`src/rtl/microwave_controller.sv`:
```
// Sequencing FSM for the BCD microwave countdown timer: keypad loads, 1 Hz tick, door/start/stop handling.
// Defining MICROWAVE_QUICK_START_EN adds the QUICK state (start on an empty timer loads 0:30 and cooks).
module microwave_controller #(
    parameter int CLK_DIV    = 50_000_000,
    parameter int DONE_TICKS = 3
) (
    input  logic       clk,
    input  logic       clear,
    input  logic       key_valid,
    input  logic [3:0] key_digit,
    input  logic       start,
    input  logic       stop,
    input  logic       door_closed,
    input  logic       timer_zero,
    output logic       timer_load,
    output logic [3:0] timer_data,
    output logic       timer_en,
    output logic       timer_clear,
    output logic       mag_on,
    output logic       done_beep,
    output logic [2:0] state
);

    localparam int PW = (CLK_DIV > 2) ? $clog2(CLK_DIV) : 1;
    localparam int DW = (DONE_TICKS > 1) ? $clog2(DONE_TICKS) : 1;
    localparam logic [PW-1:0] PRESC_LAST = PW'(CLK_DIV - 1);
    localparam logic [DW-1:0] DONE_LAST  = DW'(DONE_TICKS - 1);

    typedef enum logic [2:0] {
        ST_IDLE  = 3'd0,
        ST_ENTRY = 3'd1,
        ST_COOK  = 3'd2,
        ST_PAUSE = 3'd3,
`ifdef MICROWAVE_QUICK_START_EN
        ST_DONE  = 3'd4,
        ST_QUICK = 3'd5
`else
        ST_DONE  = 3'd4
`endif
    } state_t;

    state_t        state_q, state_d;
    logic [1:0]    digitCnt_q, digitCnt_d;
    logic [PW-1:0] presc_q, presc_d;
    logic [DW-1:0] doneCnt_q, doneCnt_d;
`ifdef MICROWAVE_QUICK_START_EN
    logic [1:0]    quickStep_q, quickStep_d;
`endif

    logic          timerLoad_q, timerLoad_d;
    logic [3:0]    timerData_q, timerData_d;
    logic          timerEn_q, timerEn_d;
    logic          timerClear_q, timerClear_d;
    logic          magOn_q, magOn_d;
    logic          doneBeep_q, doneBeep_d;

    logic keyOk;
    logic tick;
    logic startCook;

    assign keyOk     = key_valid && (key_digit <= 4'd9) && (digitCnt_q < 2'd3);
    assign tick      = (presc_q == PRESC_LAST);
    assign startCook = start && door_closed && !timer_zero;

    always_ff @(posedge clk) begin
        if (clear) begin
            state_q      <= ST_IDLE;
            digitCnt_q   <= '0;
            presc_q      <= '0;
            doneCnt_q    <= '0;
`ifdef MICROWAVE_QUICK_START_EN
            quickStep_q  <= '0;
`endif
            timerLoad_q  <= 1'b0;
            timerData_q  <= '0;
            timerEn_q    <= 1'b0;
            timerClear_q <= 1'b0;
            magOn_q      <= 1'b0;
            doneBeep_q   <= 1'b0;
        end else begin
            state_q      <= state_d;
            digitCnt_q   <= digitCnt_d;
            presc_q      <= presc_d;
            doneCnt_q    <= doneCnt_d;
`ifdef MICROWAVE_QUICK_START_EN
            quickStep_q  <= quickStep_d;
`endif
            timerLoad_q  <= timerLoad_d;
            timerData_q  <= timerData_d;
            timerEn_q    <= timerEn_d;
            timerClear_q <= timerClear_d;
            magOn_q      <= magOn_d;
            doneBeep_q   <= doneBeep_d;
        end
    end

    // Within each state the branches follow event priority: door open, stop, start, key.
    always_comb begin
        state_d     = state_q;
        digitCnt_d  = digitCnt_q;
        presc_d     = presc_q;
        doneCnt_d   = doneCnt_q;
`ifdef MICROWAVE_QUICK_START_EN
        quickStep_d = quickStep_q;
`endif
        case (state_q)
            ST_IDLE: begin
                if (stop) begin
                    state_d = ST_IDLE;
`ifdef MICROWAVE_QUICK_START_EN
                end else if (start && door_closed && timer_zero) begin
                    state_d     = ST_QUICK;
                    quickStep_d = 2'd1;
`endif
                end else if (keyOk) begin
                    state_d    = ST_ENTRY;
                    digitCnt_d = digitCnt_q + 2'd1;
                end
            end
            ST_ENTRY: begin
                if (stop) begin
                    state_d = ST_IDLE;
                end else if (startCook) begin
                    state_d = ST_COOK;
                    presc_d = '0;
                end else if (keyOk) begin
                    digitCnt_d = digitCnt_q + 2'd1;
                end
            end
            ST_COOK: begin
                if (!door_closed || stop) begin
                    state_d = ST_PAUSE;
                end else if (timer_zero) begin
                    state_d   = ST_DONE;
                    presc_d   = '0;
                    doneCnt_d = '0;
                end else begin
                    presc_d = tick ? '0 : presc_q + PW'(1);
                end
            end
            ST_PAUSE: begin
                if (stop) begin
                    state_d = ST_IDLE;
                end else if (start && door_closed) begin
                    state_d = ST_COOK;
                    presc_d = '0;
                end
            end
            ST_DONE: begin
                if (stop) begin
                    state_d = ST_IDLE;
                end else if (tick) begin
                    presc_d = '0;
                    if (doneCnt_q == DONE_LAST) begin
                        state_d = ST_IDLE;
                    end else begin
                        doneCnt_d = doneCnt_q + DW'(1);
                    end
                end else begin
                    presc_d = presc_q + PW'(1);
                end
            end
`ifdef MICROWAVE_QUICK_START_EN
            ST_QUICK: begin
                if (!door_closed || stop) begin
                    state_d = ST_IDLE;
                end else if (quickStep_q == 2'd2) begin
                    state_d = ST_COOK;
                    presc_d = '0;
                end else begin
                    quickStep_d = quickStep_q + 2'd1;
                end
            end
`endif
            default: begin
                state_d = ST_IDLE;
            end
        endcase
        if (state_d == ST_IDLE) begin
            digitCnt_d = '0;
        end
    end

    always_comb begin
        timerLoad_d  = 1'b0;
        timerData_d  = '0;
        timerEn_d    = 1'b0;
        timerClear_d = 1'b0;
        case (state_q)
            ST_IDLE: begin
                if (stop) begin
                    timerClear_d = 1'b1;
`ifdef MICROWAVE_QUICK_START_EN
                end else if (start && door_closed && timer_zero) begin
                    timerLoad_d = 1'b1;
`endif
                end else if (keyOk) begin
                    timerLoad_d = 1'b1;
                    timerData_d = key_digit;
                end
            end
            ST_ENTRY: begin
                if (stop) begin
                    timerClear_d = 1'b1;
                end else if (!startCook && keyOk) begin
                    timerLoad_d = 1'b1;
                    timerData_d = key_digit;
                end
            end
            ST_COOK: begin
                timerEn_d = door_closed && !stop && !timer_zero && tick;
            end
            ST_PAUSE: begin
                timerClear_d = stop;
            end
`ifdef MICROWAVE_QUICK_START_EN
            // QUICK shifts in 0, 3, 0 so the timer reads 0:30 when COOK begins.
            ST_QUICK: begin
                if (!door_closed || stop) begin
                    timerClear_d = 1'b1;
                end else begin
                    timerLoad_d = 1'b1;
                    timerData_d = (quickStep_q == 2'd1) ? 4'd3 : 4'd0;
                end
            end
`endif
            default: begin
                timerLoad_d = 1'b0;
            end
        endcase
        magOn_d    = (state_d == ST_COOK);
        doneBeep_d = (state_d == ST_DONE);
    end

    assign timer_load  = timerLoad_q;
    assign timer_data  = timerData_q;
    assign timer_en    = timerEn_q;
    assign timer_clear = timerClear_q;
    assign mag_on      = magOn_q;
    assign done_beep   = doneBeep_q;
    assign state       = state_q;

endmodule

```
`config.mk`:
```
export PLATFORM = sky130hd
export DESIGN_NAME = microwave_controller
export DESIGN_NICKNAME = d
export VERILOG_FILES = /design/src/rtl/microwave_controller.sv
export SDC_FILE = /design/constraint.sdc
export NUM_CORES = 1
export LEC_CHECK = 0
export CAP_MARGIN = 10
export CORE_UTILIZATION = 55
export CTS_CLUSTER_SIZE = 28
export DETAILED_ROUTE_END_ITERATION = 16
export HOLD_SLACK_MARGIN = 0.1
export PLACE_DENSITY = 0.9
export REMOVE_ABC_BUFFERS = 1
export SLEW_MARGIN = 20
export SYNTH_ARGS = -nofsm -noshare
export SYNTH_HDL_FRONTEND = slang
export SYNTH_SLANG_ARGS = --single-unit
```
`constraint.sdc`:
```
create_clock -name clk -period 3.2 [get_ports clk]
set_input_delay 0.32 -clock clk [delete_from_list [all_inputs] [get_ports clk]]
set_output_delay 0.32 -clock clk [all_outputs]
set_load 0.05 [all_outputs]
```
# ---- Word-level counts from Yosys, hierarchy flattened
# Index checks and enable logic that the tools add are counted.
dict set report totals {
  romBits 0
  ram_bits 0
  reg_bits 42
  input_bits 11
  latchBits 0
  memories 0
}
dict set report op_classes {
  n_div 0
  mul 0
  muxes 44
  n_bitwise 1
  n_shift 0
  n_addsub 3
  eq_ne 19
  order_cmp 2
  reduce_logical 24
}
# cell n
set ops {}
lappend ops {{$mux W26} 8}
lappend ops {{$pmux W26 S4} 1}
lappend ops {{$mux W3} 11}
lappend ops {{$add A26 B1 Y26 const B} 1}
lappend ops {{$eq A26 B26 Y1 const B} 1}
lappend ops {{$ne A2 B2 Y1 const B} 11}
lappend ops {{$mux W2} 9}
lappend ops {{$mux W4} 4}
lappend ops {{$pmux W3 S5} 1}
lappend ops {{$eq A3 B2 Y1 const B} 3}
lappend ops {{$logic_and A1 B1 Y1} 8}
lappend ops {{$pmux W2 S2} 2}
lappend ops {{$pmux W4 S2} 1}
lappend ops {{$reduce_and A7 Y1} 1}
lappend ops {{$eq A3 B3 Y1 const B} 2}
lappend ops {{$logic_not A3 Y1} 2}
lappend ops {{$reduce_and A6 Y1} 1}
lappend ops {{$reduce_or A2 Y1} 3}
lappend ops {{$mux W1} 5}
lappend ops {{$add A2 B1 Y2 const B} 2}
lappend ops {{$le A4 B4 Y1 const B} 1}
lappend ops {{$logic_not A1 Y1} 4}
lappend ops {{$pmux W1 S2} 2}
lappend ops {{$reduce_and A4 Y1} 1}
lappend ops {{other kinds (7)} 8}

# ---- Logic depth before layout (Yosys ltp)
dict set report depth {
  ltp_word 8
  ltp_mapped 8
}

# ---- Worst setup path before layout
# Ideal clock, no wire load.
dict set report synth_path {
  kind {reg2reg}
  startpoint {register state_q[2], in the netlist state[2]}
  endpoint {register presc_q[18]}
  required_time_ns 3.129
  arrival_time_ns 2.416
  path_stages_with_launch 8
  synth_period_minus_slack_ns 2.488
  path_slack_ns 0.712
  path_cell_list {dfxtp_1 > or3b_4 > or2_0 > clkbuf_1 > a2111o_1 > buf_6 > or3_1 > a21oi_1}
}
dict set report synth_via {
  elab_chain_cells 3
  word_cells_on_any_way 13
  cone_classes {eq/ne: 10; mux: 1; reduce/logical: 2}
}
# element line
set synth_lines {}
lappend synth_lines {{start: declaration} 42} ;# state_t state_q, state_d;
lappend synth_lines {{start signal: assignment} 81} ;# state_q <= state_d;
lappend synth_lines {{$eq A3 B1 Y1, or another cell as far along} 106} ;# case (state_q)
lappend synth_lines {{$reduce_bool A4 Y1 (no line) or $ne A2 B2 Y1 (tied branches)} n/a}
lappend synth_lines {{$reduce_and A7 Y1 (no line)} n/a}
lappend synth_lines {{end signal: assignment} 83} ;# presc_q <= presc_d;
lappend synth_lines {{end: declaration} 44} ;# logic [PW-1:0] presc_q, presc_d;
# Several ways; a longest one is shown, not always the timed one.
# A chain may end at the register's enable or synchronous reset.

# ---- Worst setup path after layout
dict set report layout_path {
  startpoint {register state_q[2], in the netlist state[2]}
  endpoint {register presc_q[24]}
}
# The elaborated chain is that of the path after synthesis.

==> reports/metrics.cfg <==
[min_path]
hold_path_class = reg2reg
whs_path_depth = 2

[pwr]
p_comb_share_pct = 6.1
max-vdd-ir-drop_v = 0.000292
seq_power_share_pct = 59.2
p_per_area_nw_per_um2 = 382
internal_power_uw = 700
clkPwrFrac_pct = 34.7
leakage_nw = 0.717
swShare_pct = 21.6
power_switching_uw = 193

[setup_path]
cp_num_cells = 5
critPathBufInv = 0
crit_family = simple AND/OR/NAND/NOR gates
critical-path-max-stage-delay_ps = 520
critPathMaxFanout = 11
reg2reg_slack_ps = 830
path_cells = or3b_4 -> or2_0 -> a2111o_1 -> or4_1 -> a21oi_1
arrival_ps = 2650
crit_type = reg2reg
cp_slowest_cell = or4_1
start_kind = flip-flop
crit_path_end_kind = flip-flop
critPathRequiredTime_ps = 3480
rr_worst_depth = 5

[die]
dieHeight_um = 62.5
die_x_um = 62.5
rows = 21
initial_core_util_pct = 58.9
io_pins = 23
dieArea_um2 = 3900
core_um2 = 3420

[global_routing]
grt_usage_pct = 23.0
antenna_found_initial = 0
grt_start_max_net_pins = 27
grt-ovfl-total = 0
grt_pass1_vias = 1579
grt_pass1_wl_um = 7050

[synthesis]
synthFlopType = dfxtp_1
synth_warnings = 0
synth_cell_type_count = 43
ys_seq_elements = 42
synth_edf_count = 0
seq_area_frac_synth_pct = 41.8
synthArstFlopShare_pct = 0
avgSynthCellArea_um2 = 8.75
syn_area_um2 = 2010
syn_inst = 230

[cts]
cts_tree = yes
cts_buffer_depth = 2
ctsResizeCount = 0
cts_buffers = 5
clk_latency_ps = 340
root_buffer = clkbuf_4
path_clk_slew_ps = 120
htree_levels = 2
cts_setup_buffers = 0
clock_sinks = 42
postCtsHoldBufs = 0

[route]
wl_per_cell_um = 14.3
wl_um = 4250
first_pass_iters = 4
viasPerCell = 5.81
ant_nets = 0
vias = 1732
dr.first_iter.drc_count = 87
drc = 0

[sta]
rsz0062_at_grt = no
final_hold_viol_count = 0
slew_headroom_pct = 58.2
maxSlewViolCount = 0
fin_worst_skew_ps = 9.56
fmax_mhz = 422
post-route-period-util_pct = 74.1
setup_tns_ps = 0
setup-violations-final = 0
fin_crit_ps = 2370
worst_pin_slew_ps = 621

[final_layout]
area_growth_pct = 16.0
diodes = 0
drive_above_1_share_pct = 5.56
finalNetCount = 265
design_area_um2 = 2330

[outcome]
status = complete, no violations

[place]
placed_area_um2 = 2250
dp_hpwl_um = 3050
gp_congestion = 0.870
portBuffers = 22

[job]
maxCapViolations = 0

==> stage by stage <==
stage	hold slack [ps]	cells	setup slack, ps	total power, mW	util (%)
global placement	464	290	771	0.594	66.0
global route	518	298	723	0.931	68.3
finish	493	298	829	0.892	68.3
floorplan	389	219	95.3	0.567	-
detailed placement	470	290	706	0.594	66.0
CTS	487	298	871	0.898	68.3
==> worst reg2reg max path: cells and delay by family, from the launching register on <==
family	cells	cell delay [ps]
AND/OR/NAND/NOR	3	1190
AO/OA/AOI/OAI	2	670
flip-flops	1	450
==> kinds of logic after synthesis <==
group | synth area share (%)
and+or+nand+nor | 25.1
AOI/OAI and AO/OA | 17.6
DFF | 41.8
xor gates and xnor gates | 9.14
buffers and inverters | 3.98
adders and majority gates | 1.87
muxes | 0.498
==> path summary, 6_finish.rpt <==
kind	from	end
worst max-delay path	state[2]	presc_q[24]
worst min-delay path	doneCnt_q[1]	doneCnt_q[1]
worst max register to register	state[2]	presc_q[24]
worst min register to register	doneCnt_q[1]	doneCnt_q[1]
==> Yosys cell counts, drive strengths merged (2+ instances only) <==
library cell / number / share of area, %
nand2: 13 / 2.4
xnor2: 21 / 9.1
nor4b: 2 / 0.87
or3b: 2 / 1.0
nor2b: 7 / 2.2
o211ai: 2 / 0.75
and4: 4 / 1.7
ha: 3 / 1.9
clkbuf: 8 / 1.5
nand3: 10 / 2.5
a211oi: 12 / 4.5
a21oi: 15 / 3.7
buf: 3 / 1.4
and2: 5 / 1.6
and3: 3 / 0.93
inv: 6 / 1.1
nand4: 5 / 1.6
nand2b: 2 / 0.62
o21ai: 8 / 2.0
or3: 4 / 1.2
dfxtp: 42 / 42
nor3: 4 / 1.0
or4: 2 / 0.75
nor4: 2 / 0.62
o21a: 2 / 0.75
a2111oi: 5 / 2.2
nand4b: 2 / 0.87
nor2: 24 / 4.5
==> layout by cell type (no fill, tap or decap), types with 4 or more instances in the layout <==
cell type | Yosys | routed
and2_1 | 5 | 5
clkdlybuf4s50_1 | 0 | 22
xnor2_1 | 21 | 21
clkbuf_4 | 0 | 5
dfxtp_1 | 42 | 42
nor2_1 | 24 | 24
inv_1 | 6 | 6
nor2b_1 | 7 | 7
o21ai_0 | 8 | 8
a21oi_1 | 15 | 15
nor3_1 | 4 | 4
and4_1 | 4 | 4
nand3_1 | 10 | 10
a211oi_1 | 12 | 12
or3_1 | 4 | 4
nand2_1 | 13 | 13
a2111oi_0 | 4 | 4
nand4_1 | 5 | 5
==> per-layer routing <==
metal	vias to the layer above	wire length, um	global-route usage, %
met4	0	34	9.01
li1	870	-	-
met5	-	0	0
met2	36	2060	36.4
met3	6	182	6.39
met1	820	1970	29.4
==> registers in the layout (all words and copies together) (netlist names) <==
register / flops
timer_en: 1
done_beep: 1
mag_on: 1
presc_q: 26
state: 3
timer_clear: 1
doneCnt_q: 2
timer_load: 1
timer_data: 4
digitCnt_q: 2
==> final cells by class <==
type                       instances  area [um^2]
multi-input combinational        171         1090
fill                             272         1080
sequential                        42          841
timing repair buffer              25          243
clock buffer                       8         78.8
tap                               46         57.6
inverter                           6         22.5
==> power groups by stage <==
| stage | Combinational (mW) | Clock [mW] | Sequential, mW |
|---|---|---|---|
| floorplan | 0.0170 | 0 | 0.550 |
| global placement | 0.0535 | 0 | 0.540 |
| detailed placement | 0.0541 | 0 | 0.540 |
| CTS | 0.0545 | 0.315 | 0.528 |
| global route | 0.0576 | 0.344 | 0.529 |
| finish | 0.0544 | 0.310 | 0.528 |
(Power assumes the default switching activity.)
